File: config.mk
export PLATFORM = sky130hd
export DESIGN_NAME = cu_mul_unit_flat
export DESIGN_NICKNAME = d
export VERILOG_FILES = /design/src/rtl/cu_mul_unit_if.sv /design/src/rtl/cu_mul_unit.sv /design/src/flat_wrapper.sv
export SDC_FILE = /design/constraint.sdc
export NUM_CORES = 1
export LEC_CHECK = 0
export CAP_MARGIN = 5
export CORE_MARGIN = 5
export CORE_UTILIZATION = 53
export CTS_CLUSTER_SIZE = 28
export DETAILED_ROUTE_END_ITERATION = 8
export GPL_TIMING_DRIVEN = 0
export HOLD_SLACK_MARGIN = 0.1
export PLACE_DENSITY = 0.7
export SYNTH_ARGS = -nofsm -noshare
export SYNTH_HDL_FRONTEND = slang
export SYNTH_SLANG_ARGS = --single-unit
File: constraint.sdc
create_clock -name clk -period 21.2 [get_ports clk]
set_input_delay 3.18 -clock clk [delete_from_list [all_inputs] [get_ports clk]]
set_output_delay 3.18 -clock clk [all_outputs]
set_load 0.005 [all_outputs]
File: src/rtl/cu_mul_unit_if.sv
// Sequencer/crossbar-facing bus of the multiply/MAC unit.
// The master modport is the sequencer + crossbar side; the slave modport is the unit.
interface cu_mul_unit_if #(
  parameter int DATA_WIDTH = 16
);
  logic                  ps_mul_en;
  logic [1:0]            ps_mul_op;
  logic                  ps_mul_sgn;
  logic                  ps_mul_frac;
  logic                  ps_mul_sat;
  logic [DATA_WIDTH-1:0] xb_mul_rx;
  logic [DATA_WIDTH-1:0] xb_mul_ry;
  logic [DATA_WIDTH-1:0] mul_xb_rn;
  logic                  mul_ps_busy;
  logic                  mul_ps_done;
  logic                  mul_ps_mv;
  logic                  mul_ps_mn;

  modport master (
    output ps_mul_en, ps_mul_op, ps_mul_sgn, ps_mul_frac, ps_mul_sat,
    output xb_mul_rx, xb_mul_ry,
    input  mul_xb_rn, mul_ps_busy, mul_ps_done, mul_ps_mv, mul_ps_mn
  );

  modport slave (
    input  ps_mul_en, ps_mul_op, ps_mul_sgn, ps_mul_frac, ps_mul_sat,
    input  xb_mul_rx, xb_mul_ry,
    output mul_xb_rn, mul_ps_busy, mul_ps_done, mul_ps_mv, mul_ps_mn
  );
endinterface

File: src/rtl/cu_mul_unit.sv
// Multi-cycle radix-2 multiply / multiply-accumulate unit with a wide MR accumulator,
// result-field extraction, overflow detection and optional saturation.
module cu_mul_unit #(
  parameter int DATA_WIDTH = 16,
  parameter int ACC_WIDTH  = 40
) (
  input  logic          clk,
  input  logic          reset_n,
  cu_mul_unit_if.slave  bus
);
  localparam int DW = DATA_WIDTH;
  localparam int PW = 2 * DATA_WIDTH;
  localparam int CW = $clog2(DATA_WIDTH);
  localparam logic [CW-1:0] LAST_BIT = CW'(DW - 1);

  typedef enum logic [1:0] {IDLE, CALC, ACC, DONE} state_e;
  typedef enum logic [1:0] {OP_MUL, OP_MAC, OP_MSUB, OP_CLRMR} op_e;

  state_e                state, state_next;
  op_e                   op_q;
  logic                  sgn_q, frac_q, sat_q;
  logic [PW-1:0]         mcand;
  logic [DW-1:0]         mplier;
  logic [PW-1:0]         prod;
  logic [CW-1:0]         cnt;
  logic [ACC_WIDTH-1:0]  mr;
  logic [DW-1:0]         rn_q;
  logic                  mv_q, mn_q;

  logic                  accept;
  logic [ACC_WIDTH-1:0]  p_ext, mr_next;
  logic [DW-1:0]         field, rn_next;
  logic                  fits;

  assign accept = ((state == IDLE) || (state == DONE)) && bus.ps_mul_en;

  // NOTE: all state, datapath included, is reset so an abort mid-operation leaves nothing stale.
  always_ff @(posedge clk or negedge reset_n) begin
    if (!reset_n) state <= IDLE;
    else          state <= state_next;
  end

  // NOTE: every comb output gets a default first so no path can infer a latch.
  always_comb begin
    state_next = state;
    unique case (state)
      IDLE, DONE: begin
        if (state == DONE) state_next = IDLE;
        if (bus.ps_mul_en)
          state_next = (op_e'(bus.ps_mul_op) == OP_CLRMR) ? ACC : CALC;
      end
      CALC:    if (cnt == LAST_BIT) state_next = ACC;
      ACC:     state_next = DONE;
      default: state_next = IDLE;
    endcase
  end

  always_comb begin
    bus.mul_ps_busy = 1'b0;
    bus.mul_ps_done = 1'b0;
    unique case (state)
      CALC, ACC: bus.mul_ps_busy = 1'b1;
      DONE:      bus.mul_ps_done = 1'b1;
      default:   ;
    endcase
  end

  // Product extension, MR update and result-field selection for the ACC edge.
  always_comb begin
    p_ext = sgn_q ? {{(ACC_WIDTH-PW){prod[PW-1]}}, prod}
                  : {{(ACC_WIDTH-PW){1'b0}}, prod};
    // Shift after widening: the guard bit keeps -1 * -1 positive in fractional mode.
    if (frac_q) p_ext = p_ext << 1;

    mr_next = mr;
    unique case (op_q)
      OP_MUL:   mr_next = p_ext;
      OP_MAC:   mr_next = mr + p_ext;
      OP_MSUB:  mr_next = mr - p_ext;
      OP_CLRMR: mr_next = '0;
      default:  mr_next = mr;
    endcase

    if (frac_q) begin
      field = mr_next[PW-1:DW];
      fits  = sgn_q ? ((&mr_next[ACC_WIDTH-1:PW-1]) || ~(|mr_next[ACC_WIDTH-1:PW-1]))
                    : ~(|mr_next[ACC_WIDTH-1:PW]);
    end else begin
      field = mr_next[DW-1:0];
      fits  = sgn_q ? ((&mr_next[ACC_WIDTH-1:DW-1]) || ~(|mr_next[ACC_WIDTH-1:DW-1]))
                    : ~(|mr_next[ACC_WIDTH-1:DW]);
    end

    rn_next = field;
    if (!fits && sat_q) begin
      if (sgn_q) rn_next = mr_next[ACC_WIDTH-1] ? {1'b1, {(DW-1){1'b0}}} : {1'b0, {(DW-1){1'b1}}};
      else       rn_next = mr_next[ACC_WIDTH-1] ? '0 : '1;
    end
  end

  // NOTE: sequential state uses non-blocking assignments only, so every register samples pre-edge values.
  always_ff @(posedge clk or negedge reset_n) begin
    if (!reset_n) begin
      op_q   <= OP_MUL;
      sgn_q  <= 1'b0;
      frac_q <= 1'b0;
      sat_q  <= 1'b0;
      mcand  <= '0;
      mplier <= '0;
      prod   <= '0;
      cnt    <= '0;
      mr     <= '0;
      rn_q   <= '0;
      mv_q   <= 1'b0;
      mn_q   <= 1'b0;
    end else if (accept) begin
      op_q   <= op_e'(bus.ps_mul_op);
      sgn_q  <= bus.ps_mul_sgn;
      frac_q <= bus.ps_mul_frac;
      sat_q  <= bus.ps_mul_sat;
      if (op_e'(bus.ps_mul_op) != OP_CLRMR) begin
        mcand  <= bus.ps_mul_sgn ? {{DW{bus.xb_mul_rx[DW-1]}}, bus.xb_mul_rx}
                                 : {{DW{1'b0}}, bus.xb_mul_rx};
        mplier <= bus.xb_mul_ry;
        prod   <= '0;
        cnt    <= '0;
      end
    end else if (state == CALC) begin
      // The multiplier MSB carries negative weight in signed mode.
      if (mplier[0])
        prod <= (sgn_q && (cnt == LAST_BIT)) ? prod - mcand : prod + mcand;
      mcand  <= mcand << 1;
      mplier <= mplier >> 1;
      cnt    <= cnt + 1'b1;
    end else if (state == ACC) begin
      mr   <= mr_next;
      rn_q <= rn_next;
      mv_q <= ~fits;
      mn_q <= sgn_q & rn_next[DW-1];
    end
  end

  assign bus.mul_xb_rn = rn_q;
  assign bus.mul_ps_mv = mv_q;
  assign bus.mul_ps_mn = mn_q;
endmodule

File: src/flat_wrapper.sv
// flat-port wrapper written by rule: the top's interface ports become plain ports
module cu_mul_unit_flat 
#(
  parameter int DATA_WIDTH = 16,
  parameter int ACC_WIDTH  = 40
)
  (clk, reset_n, bus_ps_mul_en, bus_ps_mul_op, bus_ps_mul_sgn, bus_ps_mul_frac, bus_ps_mul_sat, bus_xb_mul_rx, bus_xb_mul_ry, bus_mul_xb_rn, bus_mul_ps_busy, bus_mul_ps_done, bus_mul_ps_mv, bus_mul_ps_mn);
  cu_mul_unit_if #(.DATA_WIDTH(DATA_WIDTH)) bus_i ();
  input  logic clk;
  input  logic reset_n;
  input wire logic [$bits(bus_i.ps_mul_en)-1:0] bus_ps_mul_en;
  input wire logic [$bits(bus_i.ps_mul_op)-1:0] bus_ps_mul_op;
  input wire logic [$bits(bus_i.ps_mul_sgn)-1:0] bus_ps_mul_sgn;
  input wire logic [$bits(bus_i.ps_mul_frac)-1:0] bus_ps_mul_frac;
  input wire logic [$bits(bus_i.ps_mul_sat)-1:0] bus_ps_mul_sat;
  input wire logic [$bits(bus_i.xb_mul_rx)-1:0] bus_xb_mul_rx;
  input wire logic [$bits(bus_i.xb_mul_ry)-1:0] bus_xb_mul_ry;
  output wire logic [$bits(bus_i.mul_xb_rn)-1:0] bus_mul_xb_rn;
  output wire logic [$bits(bus_i.mul_ps_busy)-1:0] bus_mul_ps_busy;
  output wire logic [$bits(bus_i.mul_ps_done)-1:0] bus_mul_ps_done;
  output wire logic [$bits(bus_i.mul_ps_mv)-1:0] bus_mul_ps_mv;
  output wire logic [$bits(bus_i.mul_ps_mn)-1:0] bus_mul_ps_mn;
  assign bus_i.ps_mul_en = bus_ps_mul_en;
  assign bus_i.ps_mul_op = bus_ps_mul_op;
  assign bus_i.ps_mul_sgn = bus_ps_mul_sgn;
  assign bus_i.ps_mul_frac = bus_ps_mul_frac;
  assign bus_i.ps_mul_sat = bus_ps_mul_sat;
  assign bus_i.xb_mul_rx = bus_xb_mul_rx;
  assign bus_i.xb_mul_ry = bus_xb_mul_ry;
  assign bus_mul_xb_rn = bus_i.mul_xb_rn;
  assign bus_mul_ps_busy = bus_i.mul_ps_busy;
  assign bus_mul_ps_done = bus_i.mul_ps_done;
  assign bus_mul_ps_mv = bus_i.mul_ps_mv;
  assign bus_mul_ps_mn = bus_i.mul_ps_mn;
  cu_mul_unit #(.DATA_WIDTH(DATA_WIDTH), .ACC_WIDTH(ACC_WIDTH)) u_core (.clk(clk), .reset_n(reset_n), .bus(bus_i));
endmodule
Word-level counts from Yosys, hierarchy flattened
Cells that the tools add are included.
Widths: inputs -> output; s select.

storage, ports and cells
  register bits = 149
  latch bits = 0
  RAM bits = 0
  memory bits (read-only) = 0
  bits of input ports = 40
  output and inout bits = 20
  word-level logic and storage cells = 94
  memories = 0

cells by class
  $add $sub $neg = 5
  $mul = 0
  divide/modulo/power cells = 0
  magnitude comparators = 0
  eq/ne operators = 12
  shifts and indexed selects = 0
  mux-type cells = 33
  bitwise operators = 8
  reductions and logical operators = 23

operator list
  kind                 number
  $mux 32              9
  $pmux 40 s4          1
  $mux 16              8
  $mux 40              2
  $add 40x40->40       1
  $sub 40x40->40       1
  $add 32x32->32       1
  $sub 32x32->32       1
  $reduce_and 25->1    1
  $reduce_or 25->1     1
  $reduce_or 24->1     1
  $mux 4               3
  $eq 2x2->1 const B   5
  $reduce_and 9->1     1
  $reduce_or 9->1      1
  $mux 2               4
  $reduce_or 8->1      1
  $not 1->1            7
  $pmux 2 s3           1
  $reduce_and 3->1     2
  $mux 1               5
  $add 4x1->4 const B  1
  $eq 2x1->1 const B   2
  $eq 4x4->1 const B   1
  11 further kinds     20

Longest topological paths before layout
  depth after elaboration = 13
  mapped depth = 35
  gate-level depth less buffers = 29

Worst setup path before layout
OpenSTA, ideal clock, no wires.

  kind = register to register
  start = register u_core.frac_q
  end = register u_core.rn_q[10], in the netlist u_core.bus.mul_xb_rn[10]
  setup time = 0.080 ns
  data arrival time = 7.616 ns
  data required time = 21.120 ns
  slack = 13.505 ns
  stages on the path, launching flop included = 32
  buffers on the path = 7
  clock period less this slack = 7.695 ns
  cell sequence = dfrtp_1 clkbuf_1 clkbuf_1 clkbuf_1 buf_1 mux2i_1 ha_1 nor3b_1 nand2_1 or3_1 nor2_1 nand3_1 or2_2 or3_1 o21ai_0 mux2_2 o21ai_0 ha_1 clkbuf_1 nand4_1 or3_1 and2_1 clkbuf_1 a211oi_1 o211ai_1 mux2i_1 a311oi_1 a2111o_1 o22ai_2 a21oi_4 buf_6 mux2i_1

on the way
  cells in the longest elaborated chain, start to end = 11

ends and longest elaborated chain
  item                                                        line                                  text
  start: declaration                                          cu_mul_unit.sv:21                     logic sgn_q, frac_q, sat_q;
  start signal: assignment                                    cu_mul_unit.sv:119                    frac_q <= bus.ps_mul_frac;
  $mux 40                                                     cu_mul_unit.sv:73                     if (frac_q) p_ext = p_ext << 1;
  $sub 40x40->40 / $add 40x40->40 (equally long branches)     cu_mul_unit.sv:79, cu_mul_unit.sv:78
  $pmux 40 s4                                                 cu_mul_unit.sv:76                     unique case (op_q)
  $reduce_or 25->1 / $reduce_or 9->1 (equally long branches)  cu_mul_unit.sv:90, cu_mul_unit.sv:86
  $not 1->1, on equally long branches                         cu_mul_unit.sv:90, cu_mul_unit.sv:86
  $logic_or 1x1->1, on equally long branches                  cu_mul_unit.sv:90, cu_mul_unit.sv:86
  $mux 1, on equally long branches                            cu_mul_unit.sv:90, cu_mul_unit.sv:86
  $mux 1                                                      cu_mul_unit.sv:84                     if (frac_q) begin
  $logic_not 1->1                                             cu_mul_unit.sv:95                     if (!fits && sat_q) begin
  $logic_and 1x1->1                                           cu_mul_unit.sv:95
  $mux 16 *                                                   cu_mul_unit.sv:95
  end signal: assignment                                      cu_mul_unit.sv:137                    rn_q <= rn_next;
  end: declaration                                            cu_mul_unit.sv:27                     logic [DW-1:0] rn_q;

Every way passes the cells marked *; elsewhere a longest branch is shown, timed or not.
A chain may end at the register's enable or synchronous reset.

Worst setup path in the final report
  start = register u_core.frac_q
  end = register u_core.rn_q[8], in the netlist u_core.bus.mul_xb_rn[8]

Same word-level chain as after synthesis.

==> qor.txt <==
Outcome: finished, final reports clean
PortBufs: 59
First-pass GRT wire length: 66100 um
Final hold viol count: 0
Sequential fraction of the synthesis area: 0.279
Largest net degree at the start of global routing: 81
Number of synthesized flops with an enable pin: 0
H-tree levels: 4
GRT Overall Usage: 0.287
Synth top cells by count: nor2_1, nand2_1, a21oi_1
Crit end category: flip-flop
DR vias: 13000
Multi-input logic area: 0.00906 sq mm
GP Congestion: 0.984
Least-Margin Pin Slew: 974 ps
Clk buf depth: 2
Top post-synthesis cells by area: dfrtp_1, ha_1, mux2i_1
Post CTS Setup Buffer Count: 0
Initial cell density of the core: 0.535
CTS Root Cell: clkbuf_16
Setup_tns: 0 ps
Register Area: 0.00373 sq mm
Core footprint: 0.0250 sq mm
DRT antenna net count: 0
Grt total ovfl: 0
Main synth FF type: dfrtp_1
DIE HEIGHT: 169 um
Ys Warns: 0
Clk_lat worst skew: 450 ps
CP arrival: 10330 ps
Min cycle time layout: 9980 ps
1st-pass router iterations: 6
Data required, critical path: 21560 ps
Area growth syn-to-layout: 12.3%
Die ar.: 0.0285 sq mm
Final setup fails: 0
Std cell rows: 58
Crit share post-route: 0.471
Worst-path fanout max: 10
Most common cell in the netlist: nor2_1
Post_cts resized: 0
Initial antenna violation count: 0
Die Span X: 169 um
Yosys top cell by area: dfrtp_1
Num CTS Buffers: 17
Synthesized flop and latch total: 149
Synthesized netlist net count: 1811
Hold-fix buffers at CTS: 0
Share of cells above drive strength 1: 0.0539
Ys async rst share: 1.00
HP Class: reg2reg
Synth cell types: 75
Slowest stage cell, crit path: buf_1
Routed vias/inst: 6.17
Max_cap viols: 0
Total routed wirelength: 41500 um
Setup Skew: 14.6 ps
Antenna diodes: 0
Most frequent CP cell: clkbuf_1
Critical path class: reg2reg
Relative slew slack: 0.351
CTS tree: built
Filler cells: 2366
Reg clk slew, reported paths: 80 ps
Post-Syn Instances: 1689
Synth Area per Inst: 7.91 sq um
DP HPWL: 32600 um
Io pins: 60
# clock sinks: 149
RSZ-0062 raised after global routing: false
Slew Limit Fails: 0
Vias in the first global route: 12300
Final Util: 0.601
DRC violations left: 0
Yosys top cell area share: 0.279
Nets: 1890
Synthesized cell area: 0.0134 sq mm
Hold slack: 487 ps
Max Fclk: 100 MHz
Worst path max stage delay: 540 ps
Startpoint Class: flip-flop
Drt wl/cell: 19.6 um
Drt initial violations: 1070
==> sequential cells by signal (all words and copies together) (netlist names) <==
register	count
u_core.bus.mul_ps_mn	1
u_core.bus.mul_ps_mv	1
u_core.bus.mul_xb_rn	16
u_core.cnt	4
u_core.frac_q	1
u_core.mcand	32
u_core.mplier	16
u_core.mr	40
u_core.op_q	2
u_core.prod	32
u_core.sat_q	1
u_core.sgn_q	1
u_core.state	2
==> worst paths after layout <==
path	slack [ps]	end	depth (start not counted)	from
setup / recovery	11220	u_core.bus.mul_xb_rn[8]$_DFFE_PN0P_	31	u_core.frac_q$_DFFE_PN0P_
hold / removal	490	u_core.mplier[12]$_DFFE_PN0P_	2	u_core.mplier[12]$_DFFE_PN0P_
setup reg to reg	11220	u_core.bus.mul_xb_rn[8]$_DFFE_PN0P_	31	u_core.frac_q$_DFFE_PN0P_
hold reg to reg	490	u_core.mplier[12]$_DFFE_PN0P_	2	u_core.mplier[12]$_DFFE_PN0P_
max in group asynchronous	17630	u_core.bus.mul_xb_rn[8]$_DFFE_PN0P_	2	reset_n
min in group asynchronous	2740	u_core.prod[5]$_DFFE_PN0P_	1	reset_n
==> layer usage <==
layer | vias to the layer above | GRT usage | share of wire
li1 | 6305 | - | -
met1 | 6175 | 0.383 | 0.44
met2 | 454 | 0.481 | 0.47
met3 | 89 | 0.0385 | 0.061
met4 | 0 | 0.101 | 0.036
met5 | - | 0 | 0
==> stage by stage <==
stage,area [sq um],std cells,setup WS [ps]
3_5_place_dp,14400,2079,11520
4_1_cts,15000,2111,11420
2_1_floorplan,13400,1689,13500
6_report,15000,2111,11220
3_3_place_gp,14400,2078,10790
5_1_grt,15000,2111,10700
==> worst max-delay path: cells and delay by family (launching register included) <==
kind	cells	cell delay (ps)
flops	1	320
simple gates	11	3080
mux	3	790
compound gates	9	2570
fa+ha+maj	2	640
buf+inv	6	2460
==> placed cells by master (no fill, tap or decap), types with 33 or more instances in the layout <==
cell / n
a21o_1: 33
a21oi_1: 165
clkbuf_1: 102
clkdlybuf4s50_1: 58
dfrtp_1: 149
ha_1: 80
mux2i_1: 84
nand2_1: 168
nand3_1: 61
nor2_1: 169
o21ai_0: 154
xnor2_1: 46
xor2_1: 58
==> cells by family after synthesis <==
logic type	count (synthesis)	share of synthesized area
flops	149	0.279
mux	114	0.0882
buf+inv	147	0.0426
xor+xnor	104	0.0682
compound gates	518	0.241
simple gates	575	0.203
fa+ha+maj	82	0.0779
==> area by class of cell <==
cell class,count,area share
Buffer,116,0.0302
Clock inverter,15,0.0121
Clock buffer,17,0.0284
Sequential cell,149,0.249
Inverter,31,0.00776
Tap cell,330,0.0275
Timing Repair Buffer,60,0.0413
Multi-Input combinational cell,1393,0.604
Power is left out: the tool's default activity adds up to more than one toggle a clock period on the data nets, which glitch-free logic cannot reach.
